[config.mk]
export PLATFORM = sky130hd
export DESIGN_NAME = instr_fetch_unit
export DESIGN_NICKNAME = d
export VERILOG_FILES = /design/src/rtl/instr_fetch_unit.sv
export SDC_FILE = /design/constraint.sdc
export NUM_CORES = 1
export LEC_CHECK = 0
export BUFFER_PORTS_ARGS = -buffer_cell sky130_fd_sc_hd__buf_4
export CAP_MARGIN = 10
export CORE_ASPECT_RATIO = 2
export CORE_MARGIN = 8
export CORE_UTILIZATION = 41
export DETAILED_ROUTE_END_ITERATION = 12
export GPL_TIMING_DRIVEN = 0
export SYNTH_ARGS = -nofsm -noshare
export SYNTH_HDL_FRONTEND = slang
export SYNTH_SLANG_ARGS = --single-unit
export TNS_END_PERCENT = 5
[constraint.sdc]
create_clock -name clk -period 9.3 [get_ports clk]
set_clock_uncertainty 0.15 [all_clocks]
set_input_delay 0.93 -clock clk [delete_from_list [all_inputs] [get_ports clk]]
set_output_delay 0.93 -clock clk [all_outputs]
set_load 0.05 [all_outputs]
[src/rtl/instr_fetch_unit.sv]
// RV32I fetch stage: drives a 1-cycle-latency instruction memory, buffers up to two
// returned words with their PCs, and hands them to decode over valid/ready.
`timescale 1ns/1ps

module instr_fetch_unit #(
    parameter logic [31:0] RESET_PC = 32'h0000_0000,
    parameter int unsigned DEPTH    = 2
) (
    input  logic        clk,
    input  logic        rst,

    output logic [31:0] imem_addr,
    output logic        imem_renable,
    input  logic [31:0] imem_rdata,

    input  logic        redirect_valid,
    input  logic [31:0] redirect_pc,

    output logic        if_valid,
    input  logic        if_ready,
    output logic [31:0] if_instr,
    output logic [31:0] if_pc
);

    localparam logic [2:0] DEPTH_L = 3'(DEPTH);

    typedef struct packed {
        logic [31:0] pc;
        logic [31:0] instr;
    } fetch_entry_t;

    logic [31:0]  pc_q;
    logic         req_q;
    logic [31:0]  req_pc_q;
    fetch_entry_t buf_q [2];
    logic         rd_ptr_q;
    logic         wr_ptr_q;
    logic [1:0]   count_q;

    logic         pop;
    logic         push;
    logic [2:0]   occupancy;

    // NOTE: every signal driven here gets a default first, so no path leaves one
    // unassigned and no latch is inferred.
    always_comb begin
        imem_addr    = pc_q;
        if_valid     = 1'b0;
        if_pc        = 32'h0;
        if_instr     = 32'h0;
        pop          = 1'b0;
        push         = 1'b0;
        occupancy    = 3'd0;
        imem_renable = 1'b0;

        if (!rst && count_q != 2'd0) begin
            if_pc    = buf_q[rd_ptr_q].pc;
            if_instr = buf_q[rd_ptr_q].instr;
        end

        if_valid = !rst && !redirect_valid && (count_q != 2'd0);
        pop      = if_valid && if_ready;
        push     = req_q && !redirect_valid;

        // Words already buffered plus the one in flight, minus the one leaving now,
        // must leave room for the word a new request would return.
        occupancy    = {1'b0, count_q} + {2'b00, req_q} - {2'b00, pop};
        imem_renable = !rst && !redirect_valid && (occupancy < DEPTH_L);
    end

    // NOTE: sequential state uses non-blocking assignments so every register
    // samples the pre-edge values, independent of statement order.
    always_ff @(posedge clk) begin
        if (rst) begin
            pc_q     <= RESET_PC;
            req_q    <= 1'b0;
            req_pc_q <= RESET_PC;
            count_q  <= 2'd0;
            rd_ptr_q <= 1'b0;
            wr_ptr_q <= 1'b0;
        end else if (redirect_valid) begin
            // In-flight data is dropped by clearing req_q; the target is re-fetched next cycle.
            pc_q     <= redirect_pc & ~32'h3;
            req_q    <= 1'b0;
            count_q  <= 2'd0;
            rd_ptr_q <= 1'b0;
            wr_ptr_q <= 1'b0;
        end else begin
            if (imem_renable) begin
                req_q    <= 1'b1;
                req_pc_q <= pc_q;
                pc_q     <= pc_q + 32'd4;
            end else begin
                req_q <= 1'b0;
            end

            if (push) begin
                wr_ptr_q <= ~wr_ptr_q;
            end
            if (pop) begin
                rd_ptr_q <= ~rd_ptr_q;
            end
            count_q <= count_q + {1'b0, push} - {1'b0, pop};
        end
    end

    // NOTE: buffer storage is not reset; count_q alone decides which entries are live.
    always_ff @(posedge clk) begin
        if (!rst && push) begin
            buf_q[wr_ptr_q] <= '{pc: req_pc_q, instr: imem_rdata};
        end
    end

endmodule

# Word-level counts from Yosys, hierarchy flattened
# Memory sizes are Yosys's and may differ from the RTL's. A register that Yosys moved wholly into a read port is not among the register bits.
# Index checks and enable logic that the tools add are counted.
dict set report totals {
  reg_bits 69
  ramBits 128
  inputBits 68
  out_inout_bits 98
  elab_cells 39
  n_memories 1
}
dict set report op_classes {
  addsub 5
  n_lt_le_gt_ge 1
  n_mux 9
  bitwise_logic 3
  n_reduce_logical 13
}
# name depth width rd rd_ports_with_merged_regs wr line
set memory_table {}
lappend memory_table {buf_q 2 64 1 1 1 35} ;# fetch_entry_t buf_q [2];
# cell n
set ops {}
lappend ops {{$mux 32} 4}
lappend ops {{$add 32x3->32 const B} 1}
lappend ops {{$logic_and 1x1->1} 7}
lappend ops {{$mux 1} 5}
lappend ops {{$reduce_bool 2->1} 2}
lappend ops {{$add 2x1->3} 1}
lappend ops {{$lt 3x2->1 const B} 1}
lappend ops {{$not 1->1} 3}
lappend ops {{$sub 3x1->3} 1}
lappend ops {{$add 2x1->2} 1}
lappend ops {{$logic_not 1->1} 2}
lappend ops {{$reduce_and 2->1} 1}
lappend ops {{$reduce_or 2->1} 1}
lappend ops {{$sub 2x1->2} 1}

# Depth between registers and ports, before layout
# Gate-level depths: netlist (run 1).
dict set report logic_depth {
  ltp_word 9
  depth_mapped 15
  mapped_depth_nobuf 12
}

# Worst setup path after synthesis (run 1)
# Ideal clock, no wire load.
dict set report synth_path {
  path_type {in2reg}
  from {input redirect_valid}
  to {memory buf_q[1][0] in the netlist's numbering, enable pin}
  setup_ns 0.571
  arrival_ns 6.169
  required_time_ns 8.579
  setup_slack_ns 2.410
  path_stages 5
  path_buffers 2
  path_cell_list {buf_2 -> clkinv_1 -> clkbuf_1 -> nand2_1 -> nor3b_1}
}
dict set report synth_between {
  elab_chain_len 5
}
# item line
set synth_rtl {}
lappend synth_rtl {{start, declared} 16} ;# input logic redirect_valid,
lappend synth_rtl {{$logic_not 1->1} 63} ;# push = req_q && !redirect_valid;
lappend synth_rtl {{$logic_and 1x1->1} 63}
lappend synth_rtl {{$logic_and 1x1->1} 109} ;# if (!rst && push) begin
lappend synth_rtl {{$mux 1} 109}
lappend synth_rtl {{$mux 1 (not written as such)} 110} ;# buf_q[wr_ptr_q] <= '{pc: req_pc_q, instr: imem_rdata};
lappend synth_rtl {{end, declared} 35}
# No other way between the ends.

# Final worst setup path (run 1)
dict set report layout_path {
  from {input rst}
  to {output imem_renable}
}
dict set report layout_between {
  elab_chain_len 7
}
# item line
set layout_rtl {}
lappend layout_rtl {{start, declared} 10} ;# input logic rst,
lappend layout_rtl {{$logic_not 1->1} 61} ;# if_valid = !rst && !redirect_valid && (count_q != 2'd0);
lappend layout_rtl {{$logic_and 1x1->1 (2 in a row)} 61}
lappend layout_rtl {{$logic_and 1x1->1} 62} ;# pop = if_valid && if_ready;
lappend layout_rtl {{net pop} 40} ;# logic pop;
lappend layout_rtl {{$sub 3x1->3} 67} ;# occupancy = {1'b0, count_q} + {2'b00, req_q} - {2'b00, pop};
lappend layout_rtl {{$lt 3x2->1} 68} ;# imem_renable = !rst && !redirect_valid && (occupancy < DEPTH_L);
lappend layout_rtl {{$logic_and 1x1->1} 68}
lappend layout_rtl {{end, declared} 13} ;# output logic imem_renable,
# The timed path passes the listed nets, and every way through them passes these cells.

==> results of run 1 <==
[power groups by stage]
stage / Combinational [mW] / Clock [mW] / Sequential [mW]
global placement: 0.139 / 0 / 0.954
floorplan: 0.0556 / 0 / 0.975
detailed placement: 0.144 / 0 / 0.954
global route: 0.153 / 0.775 / 0.937
finish: 0.143 / 0.730 / 0.935
CTS: 0.144 / 0.748 / 0.935
[state kept, by name, summed over array words and instances, names as in the netlist, named ones only]
| register | flops |
|---|---|
| rd_ptr_q | 1 |
| count_q | 2 |
| wr_ptr_q | 1 |
| buf_q | 124 |
| req_q | 1 |
| req_pc_q | 30 |
| imem_addr | 30 |
[worst max path at each step]
stage                                   to  slack (ns)      startpoint  cells after the start
finish                        imem_renable        3.85             rst                     15
detailed placement            imem_renable        3.84             rst                     15
global route                  imem_renable        3.58             rst                     15
global placement    buf_q[1][24]$_DFFE_PP_       -0.32  redirect_valid                      5
CTS                           imem_renable        3.83             rst                     15
floorplan            buf_q[1][0]$_DFFE_PP_        2.41  redirect_valid                      5
[cells in the final DEF (no fill, tap or decap), drive strengths merged]
cell type / netlist / routed
or2: 2 / 2
o311ai: 3 / 3
nand2b: 1 / 1
o21ai: 12 / 12
nand3: 17 / 17
a22oi: 4 / 4
fa: 1 / 1
nor4: 4 / 4
nand4b: 2 / 2
a41oi: 1 / 1
a32oi: 3 / 3
and3: 3 / 3
ha: 4 / 4
clkinv: 1 / 5
nor3b: 1 / 1
o211ai: 4 / 4
nor3: 11 / 11
mux2: 5 / 5
a211o: 3 / 3
dfxtp: 66 / 66
clkbuf: 20 / 40
o2111a: 2 / 2
nor2: 81 / 81
buf: 18 / 186
o211a: 2 / 2
nand4: 10 / 10
a311oi: 1 / 1
xnor2: 3 / 3
nand2: 94 / 94
bufinv: 0 / 2
edfxtp: 124 / 124
xor2: 7 / 7
conb: 1 / 4
mux2i: 62 / 62
o22ai: 2 / 2
a21oi: 47 / 47
and2: 3 / 3
a31oi: 11 / 11
or3: 5 / 5
inv: 11 / 17
[area by class of cell]
class | count | area share [%]
clock inverter | 12 | 1.284
tap | 255 | 3.179
clock buffer | 20 | 4.662
inverter | 12 | 0.4488
multi-input combinational | 415 | 25.36
timing repair buffer | 168 | 13.09
sequential | 190 | 50.26
buffer | 38 | 1.720
[routing by layer]
layer	share of wire, %	wire (um)
met1	35	7588
met2	57	12250
met3	4.6	995
met4	3.3	716
met5	0	0
[cells by family (layout without fill, tap and decap cells)]
family	after synthesis	after routing	synth area share (%)
fa+ha+maj	5	5	0.8999
buf+inv	50	250	2.796
compound gates	95	95	7.440
xor+xnor	10	10	1.221
flops	190	190	64.79
simple gates	234	234	14.06
other cells	1	4	0.04816
mux	67	67	8.742
==> results.md, run 1 <==
- GR Util met3: 4.582%
- Placeable Area: 18740 um^2
- Clock Latency Late Sink: 0.43 ns
- Total power: 1.808 mW
- Final core utilization: 53.55%
- Final Slew Violations: 0
- Netlist cell types: 55
- Avg WL per Cell: 19.41 um
- Final Cell Area: 10040 um^2
- Final setup vio count: 0
- Post-CTS setup buffers: 0
- Part of the power in the clock network: 40.4%
- DRT Wirelength: 21550 um
- Via density per instance: 5.114
- Slew headroom: 19.38%
- Maximum vdd ir drop: 0.1141 mV
- HPWL Detailed: 16760 um
- CP cell instances: buf_4, inv_1, o21ai_0, clkbuf_1, nor3_1, ha_1, nand2b_1, fa_1, xnor2_2, nand3_2, inv_2, buf_4, buf_4, buf_2, buf_4
- Fillers: 1700
- DR pass1 iterations: 4
- CTS resizes: 0
- Grt ovf: 0
- Slowest stage delay, CP: 0.42 ns
- Tcrit/Tclk final: 58.55%
- RSZ-0062 raised after global routing: false
- Post-Syn Area: 7786 um^2
- First-pass GRT wire length: 32950 um
- Share of layout cells above drive strength 1: 26.90%
- Final worst slack: 3.855 ns
- Chip Height: 210.9 um
- N_diodes: 0
- Area Overhead vs Synth: 28.91%
- Most Frequent Cell on Critical Path: buf_4
- Hold Crit Class: reg2reg
- Startpoint types: input pin
- Yosys reg bits: 190
- Reg-to-reg critical path endpoint: req_pc_q[10]$_SDFFE_PP0P_
- Dpl ws: 3.840 ns
- NetSw: 422.6 uW
- Synth Instances: 652
- Layout Nets: 915
- Avg Inst Size Synth: 11.94 um^2
- Die Area: 23920 um^2
- Top cell type's share of synthesized area: 47.82%
- Sw frac: 23.37%
- Flop pwr share: 51.7%
- RR Startpoint: count_q[1]$_SDFF_PP0_
- Remaining DRCs: 0
- Met2 Track Usage GR: 35.18%
- Leakage power: 3.728 nW
- Placer Congestion: 0.9213
- R2r worst-path depth: 14
- Reg area: 5045 um^2
- Hold endpoint: buf_q[0][60]$_DFFE_PP_
- Site row count: 71
- Worst Min Path Start: req_pc_q[28]$_SDFFE_PP0P_
- Vias in the first global route: 5994
- Most common cell in the synthesized netlist: edfxtp_1
- Comb power frac: 7.9%
- Pwr dens: 180.1 nW/um^2
- Root buffer cell: clkbuf_16
- Hold Fails Final Rpt: 0
- EDFF count, synth: 124
- Family with the most delay on the worst path: buffers and inverters
- Synth warnings: 0
- Ys async rst share: 0%
- Worst slew pin tran: 1.198 ns
- Gr busiest metal: met2
- Placed insts: 1078
- Post-CTS Hold Buffers: 0
- Critical path class: in2out
- Largest net degree at the start of global routing: 18
- Detailed Route Iter0 Violations: 186
- Max Cap Viol: 0
- CTS Sinks: 190
- Setup_tns: 0 ns
- Most used DFF post-synth: edfxtp_1
- Initial Util: 41.54%
- Finished Layout Cells: 1110
- Slowest cell on the critical path: fa_1
- Min Tclk post-route: 5.445 ns
- Max FO, Critical Path: 10
- Endpoint type of the worst setup path: output pin
- # port buffers: 158
- Initial antenna violation count: 0
- CP required: 8.22 ns
- H-tree Lvls: 4
- Final hold slack: 0.3078 ns
- Area after DPL: 9440 um^2
- CTS Buf Count: 17
- TritonCTS clock tree: done
- Buf+Inv Stages, Crit Path: 8
- Cell taking the most area after synthesis: edfxtp_1
- Vias: 5677
- Grt met1 use: 17.09%
- Seq/Total Area, Yosys: 64.79%
- Post-DRT Antenna Nets: 0
- Worst path arrival time: 4.37 ns
- Chip width: 113.4 um
- Fmax: 183.6 MHz
- All-Layer GR Usage: 18.32%
- Status: complete, no violations
- IO Count: 166
- Clock-pin transition on the worst setup and hold timing paths: 0.07 ns
- Maximum root-to-sink buffer count: 2
- Worst hold stages: 0
- Top cells by area, synth: edfxtp_1 (48%), dfxtp_1 (17%), mux2i_1 (8.0%)
- Internal power: 1.385 mW
- Synth top cells by count: edfxtp_1 (124), nand2_1 (92), nor2_1 (79)
- Flop2flop setup slack: 5.49 ns
- Multi-input logic area: 2545 um^2
(Power assumes the default switching activity.)
==> run 2, diff against run 1 <==
ABC_AREA = 1   (was default)
clock period = 4.7 ns   (was 9.3 ns; I/O delays follow)
==> results.md, run 2 <==
- Ys async rst share: 0%
- Critical path class: reg2out
- First-pass GRT wire length: 33730 um
- Slowest stage delay, CP: 0.47 ns
- # port buffers: 159
- Post-Syn Area: 8456 um^2
- TritonCTS clock tree: done
- CTS Buf Count: 17
- IO Count: 166
- CP cell instances: o21ai_0, nor2_1, nand2_1, inv_1, ha_1, inv_1, nand2_1, fa_1, inv_1, nor2_2, nand2_2, inv_2, buf_2, buf_4
- Dpl ws: 0.8719 ns
- Buf+Inv Stages, Crit Path: 6
- Initial antenna violation count: 0
- DR pass1 iterations: 4
- Worst slew pin tran: 0.8817 ns
- Total power: 3.573 mW
- Final Slew Violations: 0
- Reg-to-reg critical path endpoint: req_pc_q[19]$_SDFFE_PP0P_
- Maximum vdd ir drop: 0.2164 mV
- Site row count: 74
- Tcrit/Tclk final: 84.34%
- Max FO, Critical Path: 10
- Initial Util: 41.51%
- Min Tclk post-route: 3.964 ns
- Vias in the first global route: 6405
- Slowest cell on the critical path: fa_1
- Worst hold stages: 1
- Avg WL per Cell: 16.23 um
- Max Cap Viol: 0
- Top cells by area, synth: edfxtp_1 (44%), dfxtp_1 (16%), nand2_1 (8.7%)
- Chip width: 117.5 um
- Synth warnings: 0
- Synth top cells by count: nand2_1 (196), edfxtp_1 (124), inv_1 (124)
- Most used DFF post-synth: edfxtp_1
- Layout Nets: 1127
- Startpoint types: flop
- Cell taking the most area after synthesis: edfxtp_1
- CP required: 4.08 ns
- Post-CTS setup buffers: 0
- Maximum root-to-sink buffer count: 2
- Clock-pin transition on the worst setup and hold timing paths: 0.07 ns
- Family with the most delay on the worst path: buffers and inverters
- Status: complete, no violations
- Leading cell type in the layout, fill and taps excluded: nand2_1
- R2r worst-path depth: 15
- Most Frequent Cell on Critical Path: inv_1
- Hold Fails Final Rpt: 0
- Vias: 6342
- H-tree Lvls: 4
- Worst path arrival time: 3.34 ns
- Final hold slack: 0.07039 ns
- Chip Height: 219.1 um
- Clock Latency Late Sink: 0.43 ns
- Largest net degree at the start of global routing: 28
- EDFF count, synth: 124
- Placer Congestion: 0.9690
- Synth Instances: 868
- Detailed Route Iter0 Violations: 370
- Placeable Area: 20370 um^2
- Placed insts: 1301
- Leakage power: 4.836 nW
- HPWL Detailed: 16500 um
- Flop2flop setup slack: 1.49 ns
- Commonest non-fill, non-tap cells in the layout: nand2_1 (196), buf_4 (165), inv_1 (124), edfxtp_1 (124), nor2_1 (80)
- Yosys reg bits: 190
- Post-CTS Hold Buffers: 0
- Slew headroom: 41.03%
- RSZ-0062 raised after global routing: false
- All-Layer GR Usage: 16.84%
- Largest register by flop count: buf_q
- Top cell type's share of synthesized area: 44.04%
- Worst Min Path Start: imem_rdata[19]
- Largest register FFs: 124
- Final worst slack: 0.7361 ns
- N_diodes: 0
- Finished Layout Cells: 1333
- Hold endpoint: buf_q[0][19]$_DFFE_PP_
- Final setup vio count: 0
- Root buffer cell: clkbuf_16
- Levels on crit path: 14
- Seq/Total Area, Yosys: 59.66%
- Setup_tns: 0 ns
- Area Overhead vs Synth: 26.49%
- Endpoint type of the worst setup path: output pin
- Post-DRT Antenna Nets: 0
- RR Startpoint: count_q[1]$_SDFF_PP0_
- Grt ovf: 0
- Netlist cell types: 31
- Avg Inst Size Synth: 9.741 um^2
- Via density per instance: 4.758
- DRT Wirelength: 21630 um
- Pwr dens: 334.1 nW/um^2
- CTS resizes: 0
- CTS Sinks: 190
- Share of layout cells above drive strength 1: 28.02%
- Hold Crit Class: in2reg
- Fmax: 252.3 MHz
- Remaining DRCs: 0
- Die Area: 25750 um^2
- Most common cell in the synthesized netlist: nand2_1
run 2: changes by cell type after synthesis, sizes merged, moves of 12 or more:
| cell | delta |
|---|---|
| mux2 | +57 |
| o21ai | +15 |
| inv | +118 |
| mux2i | -62 |
| nand2 | +106 |
| a21oi | -22 |
| clkbuf | -12 |
| nand3 | +39 |
run 2: cell families after synthesis:
| logic type | share of synthesized area [%] |
|---|---|
| adder cells (fa/ha/maj) | 0.8287 |
| AND/OR/NAND/NOR | 18.39 |
| flip-flops | 59.66 |
| multiplexers | 8.257 |
| buffers and inverters | 7.857 |
| XOR/XNOR | 0.7251 |
| other | 0.04435 |
| AO/OA/AOI/OAI | 4.232 |
run 2: power by group:
part           total, mW  switching (mW)  leakage [nW]  internal (mW)
clock               1.38           0.664         0.270          0.713
sequential          1.87          0.0438          1.70           1.82
combinational      0.330           0.212          2.86          0.118
total               3.57           0.920          4.84           2.65
run 2: layout make-up:
cell class,instances,area [um^2]
Fill cell,1934,9674
Sequential cell,190,5045
Multi-Input combinational cell,515,2776
Timing Repair Buffer,164,1311
Inverter,129,484.2
Clock buffer,19,442.9
Tap cell,266,332.8
Buffer,37,180.2
Clock inverter,13,122.6
run 2: layer usage:
metal / up-vias / track usage, % / part of all wire (%)
li1: 3193 / - / -
met1: 2940 / 16.45 / 37
met2: 167 / 32.33 / 55
met3: 42 / 3.810 / 4.1
met4: 0 / 8.638 / 3.4
met5: - / 0 / 0
run 2: worst max path at each step:
stage,slack (ns),to,startpoint
detailed placement,0.87,imem_renable,rst
global placement,-1.76,buf_q[0][22]$_DFFE_PP_,redirect_valid
global route,0.50,imem_renable,count_q[1]$_SDFF_PP0_
floorplan,0.46,buf_q[0][0]$_DFFE_PP_,redirect_valid
finish,0.74,imem_renable,count_q[1]$_SDFF_PP0_
CTS,0.70,imem_renable,count_q[1]$_SDFF_PP0_
run 2: worst reg2reg max path: stages, from the launching register on:
cell and delay [ns]:
dfxtp_1 0.37, o21ai_0 0.40, nor2_1 0.11, nand2_1 0.10, inv_1 0.10, ha_1 0.28, inv_1 0.05, nand2_1 0.05
fa_1 0.47, inv_1 0.05, nor2_2 0.11, nand2_2 0.13, inv_2 0.18, buf_2 0.30, nor2_1 0.07, a211oi_1 0.19
run 2: stage by stage:
stage,instance area (um^2),utilization (%)
floorplan,8472,-
global placement,9998,49.08
detailed placement,10130,49.73
CTS,10700,52.51
global route,10700,52.51
finish,10700,52.51
==> run 3, diff against run 2 <==
clock period = 4.1 ns   (was 4.7 ns; I/O delays follow)
==> results.md, run 3 (synthesis gave the netlist of run 2 again) <==
- Internal power: 3.061 mW
- DR pass1 iterations: 4
- Largest register by flop count: buf_q
- Gr busiest metal: met2
- CP cell instances: o21ai_1, nor2_1, nand2_1, inv_1, ha_1, inv_1, nand2_1, fa_1, inv_1, nor2_2, nand2_2, inv_2, buf_2, buf_4
- Leakage power: 4.965 nW
- Max FO, Critical Path: 10
- Chip width: 117.5 um
- TritonCTS clock tree: done
- H-tree Lvls: 4
- Grt ovf: 0
- Dpl ws: 0.3919 ns
- HPWL Detailed: 16500 um
- Endpoint type of the worst setup path: output pin
- Initial antenna violation count: 0
- Part of the power in the clock network: 38.3%
- Final worst slack: 0.2856 ns
- Detailed Route Iter0 Violations: 388
- DRT Wirelength: 21950 um
- Grt met1 use: 16.46%
- Vias: 6478
- Die Area: 25750 um^2
- Largest net degree at the start of global routing: 28
- Final Cell Area: 11010 um^2
- Slowest cell on the critical path: fa_1
- Fmax: 262.2 MHz
- Worst path arrival time: 3.25 ns
- Vias in the first global route: 6546
- Startpoint types: flop
- Clock Latency Late Sink: 0.43 ns
- Final setup vio count: 0
- Maximum vdd ir drop: 0.2473 mV
- Status: complete, no violations
- CP required: 3.54 ns
- Largest register FFs: 124
- Via density per instance: 4.749
- Sw frac: 25.75%
- RSZ-0062 raised after global routing: false
- Flop pwr share: 51.9%
- Maximum root-to-sink buffer count: 2
- Worst slew pin tran: 0.8887 ns
- Critical path class: reg2out
- All-Layer GR Usage: 17.01%
- Site row count: 74
- Avg WL per Cell: 16.09 um
- Fillers: 1898
- Root buffer cell: clkbuf_16
- Hold Crit Class: in2reg
- Placer Congestion: 0.9690
- IO Count: 166
- Hold Fails Final Rpt: 0
- Slowest stage delay, CP: 0.47 ns
- Leading cell type in the layout, fill and taps excluded: nand2_1
- Share of layout cells above drive strength 1: 27.23%
- Area after DPL: 10130 um^2
- Most Frequent Cell on Critical Path: inv_1
- CTS Sinks: 190
- First-pass GRT wire length: 34200 um
- Layout Nets: 1158
- Setup_tns: 0 ns
- Remaining DRCs: 0
- Final Slew Violations: 0
- Met2 Track Usage GR: 32.92%
- Post-CTS setup buffers: 0
- Pwr dens: 374.6 nW/um^2
- CTS Buf Count: 17
- Initial Util: 41.51%
- NetSw: 1.062 mW
- Final core utilization: 54.03%
- GR Util met3: 3.758%
- Min Tclk post-route: 3.814 ns
- Placeable Area: 20370 um^2
- Clock-pin transition on the worst setup and hold timing paths: 0.07 ns
- Post-DRT Antenna Nets: 0
- Max Cap Viol: 0
- Comb power frac: 9.8%
- Chip Height: 219.1 um
- Family with the most delay on the worst path: buffers and inverters
- # port buffers: 159
- Commonest non-fill, non-tap cells in the layout: nand2_1 (196), buf_4 (165), inv_1 (124), edfxtp_1 (124), nor2_1 (80)
- Slew headroom: 40.56%
- N_diodes: 0
- Buf+Inv Stages, Crit Path: 6
- Area Overhead vs Synth: 30.16%
- Tcrit/Tclk final: 93.03%
==> run 3: cell count changes in the layout (fill, tap and decap cells not counted) <==
cell           previous run  this run
o21ai_0                  26        25
o21ai_1                   1         2
dlygate4sd3_1             0        31
==> run 3: worst register-to-register path, cell delays in order (launching register included) <==
cell and delay, ns:
dfxtp_1 0.44, o21ai_1 0.16, nor2_1 0.16, nand2_1 0.09
inv_1 0.16, ha_1 0.26, inv_1 0.05, nand2_1 0.05
fa_1 0.47, inv_1 0.05, nor2_2 0.11, nand2_2 0.13
inv_2 0.18, buf_2 0.30, nor2_1 0.08, a211oi_1 0.19
==> run 3: metal layers <==
metal,part of all wire [%],up-vias
li1,-,3258
met1,38,3020
met2,55,157
met3,4.0,43
met4,3.5,0
met5,0,-
==> run 3: power groups by stage <==
stage                     Sequential, mW  Combinational [mW]  Clock [mW]
final                               2.14               0.403        1.58
after global routing                2.15               0.437        1.69
after CTS                           2.14               0.406        1.62
after detailed placement            2.18               0.381           0
after global placement              2.18               0.372           0
after floorplan                     2.23               0.169           0
==> run 3: layout make-up <==
| cell class | instances | area, um^2 | area share [%] |
|---|---|---|---|
| timing repair buffer | 195 | 1622 | 14.73 |
| clock buffer | 19 | 442.9 | 4.025 |
| clock inverter | 13 | 122.6 | 1.114 |
| buffer | 37 | 180.2 | 1.637 |
| inverter | 129 | 484.2 | 4.400 |
| tap | 266 | 332.8 | 3.024 |
| sequential | 190 | 5045 | 45.84 |
| multi-input combinational | 515 | 2776 | 25.23 |
==> run 3: final timing paths <==
check,from,to,slack [ns],cells past startpoint
worst max-delay path,count_q[1]$_SDFF_PP0_,imem_renable,0.29,14
worst min-delay path,imem_rdata[13],buf_q[1][13]$_DFFE_PP_,0.02,1
worst max register to register,count_q[1]$_SDFF_PP0_,req_pc_q[19]$_SDFFE_PP0P_,0.97,15
worst min register to register,req_pc_q[5]$_SDFFE_PP0P_,buf_q[1][37]$_DFFE_PP_,0.31,0
==> run 3: what timing repair did <==
| action | in CTS | in global routing |
|---|---|---|
| resized for setup | 0 | 1 |
| hold endpoints to repair | 60 | 1 |
| hold buffers | 30 | 1 |
| endpoints found under the setup margin | 0 | 1 |
==> run 3: metrics by stage <==
stage	std cells	hold slack [ns]	power (mW)
after floorplan	871	0.2703	2.400
after global placement	1296	0.2817	2.554
after detailed placement	1301	0.2862	2.562
after CTS	1363	0.001165	4.163
after global routing	1364	0.001082	4.273
final	1364	0.02410	4.122
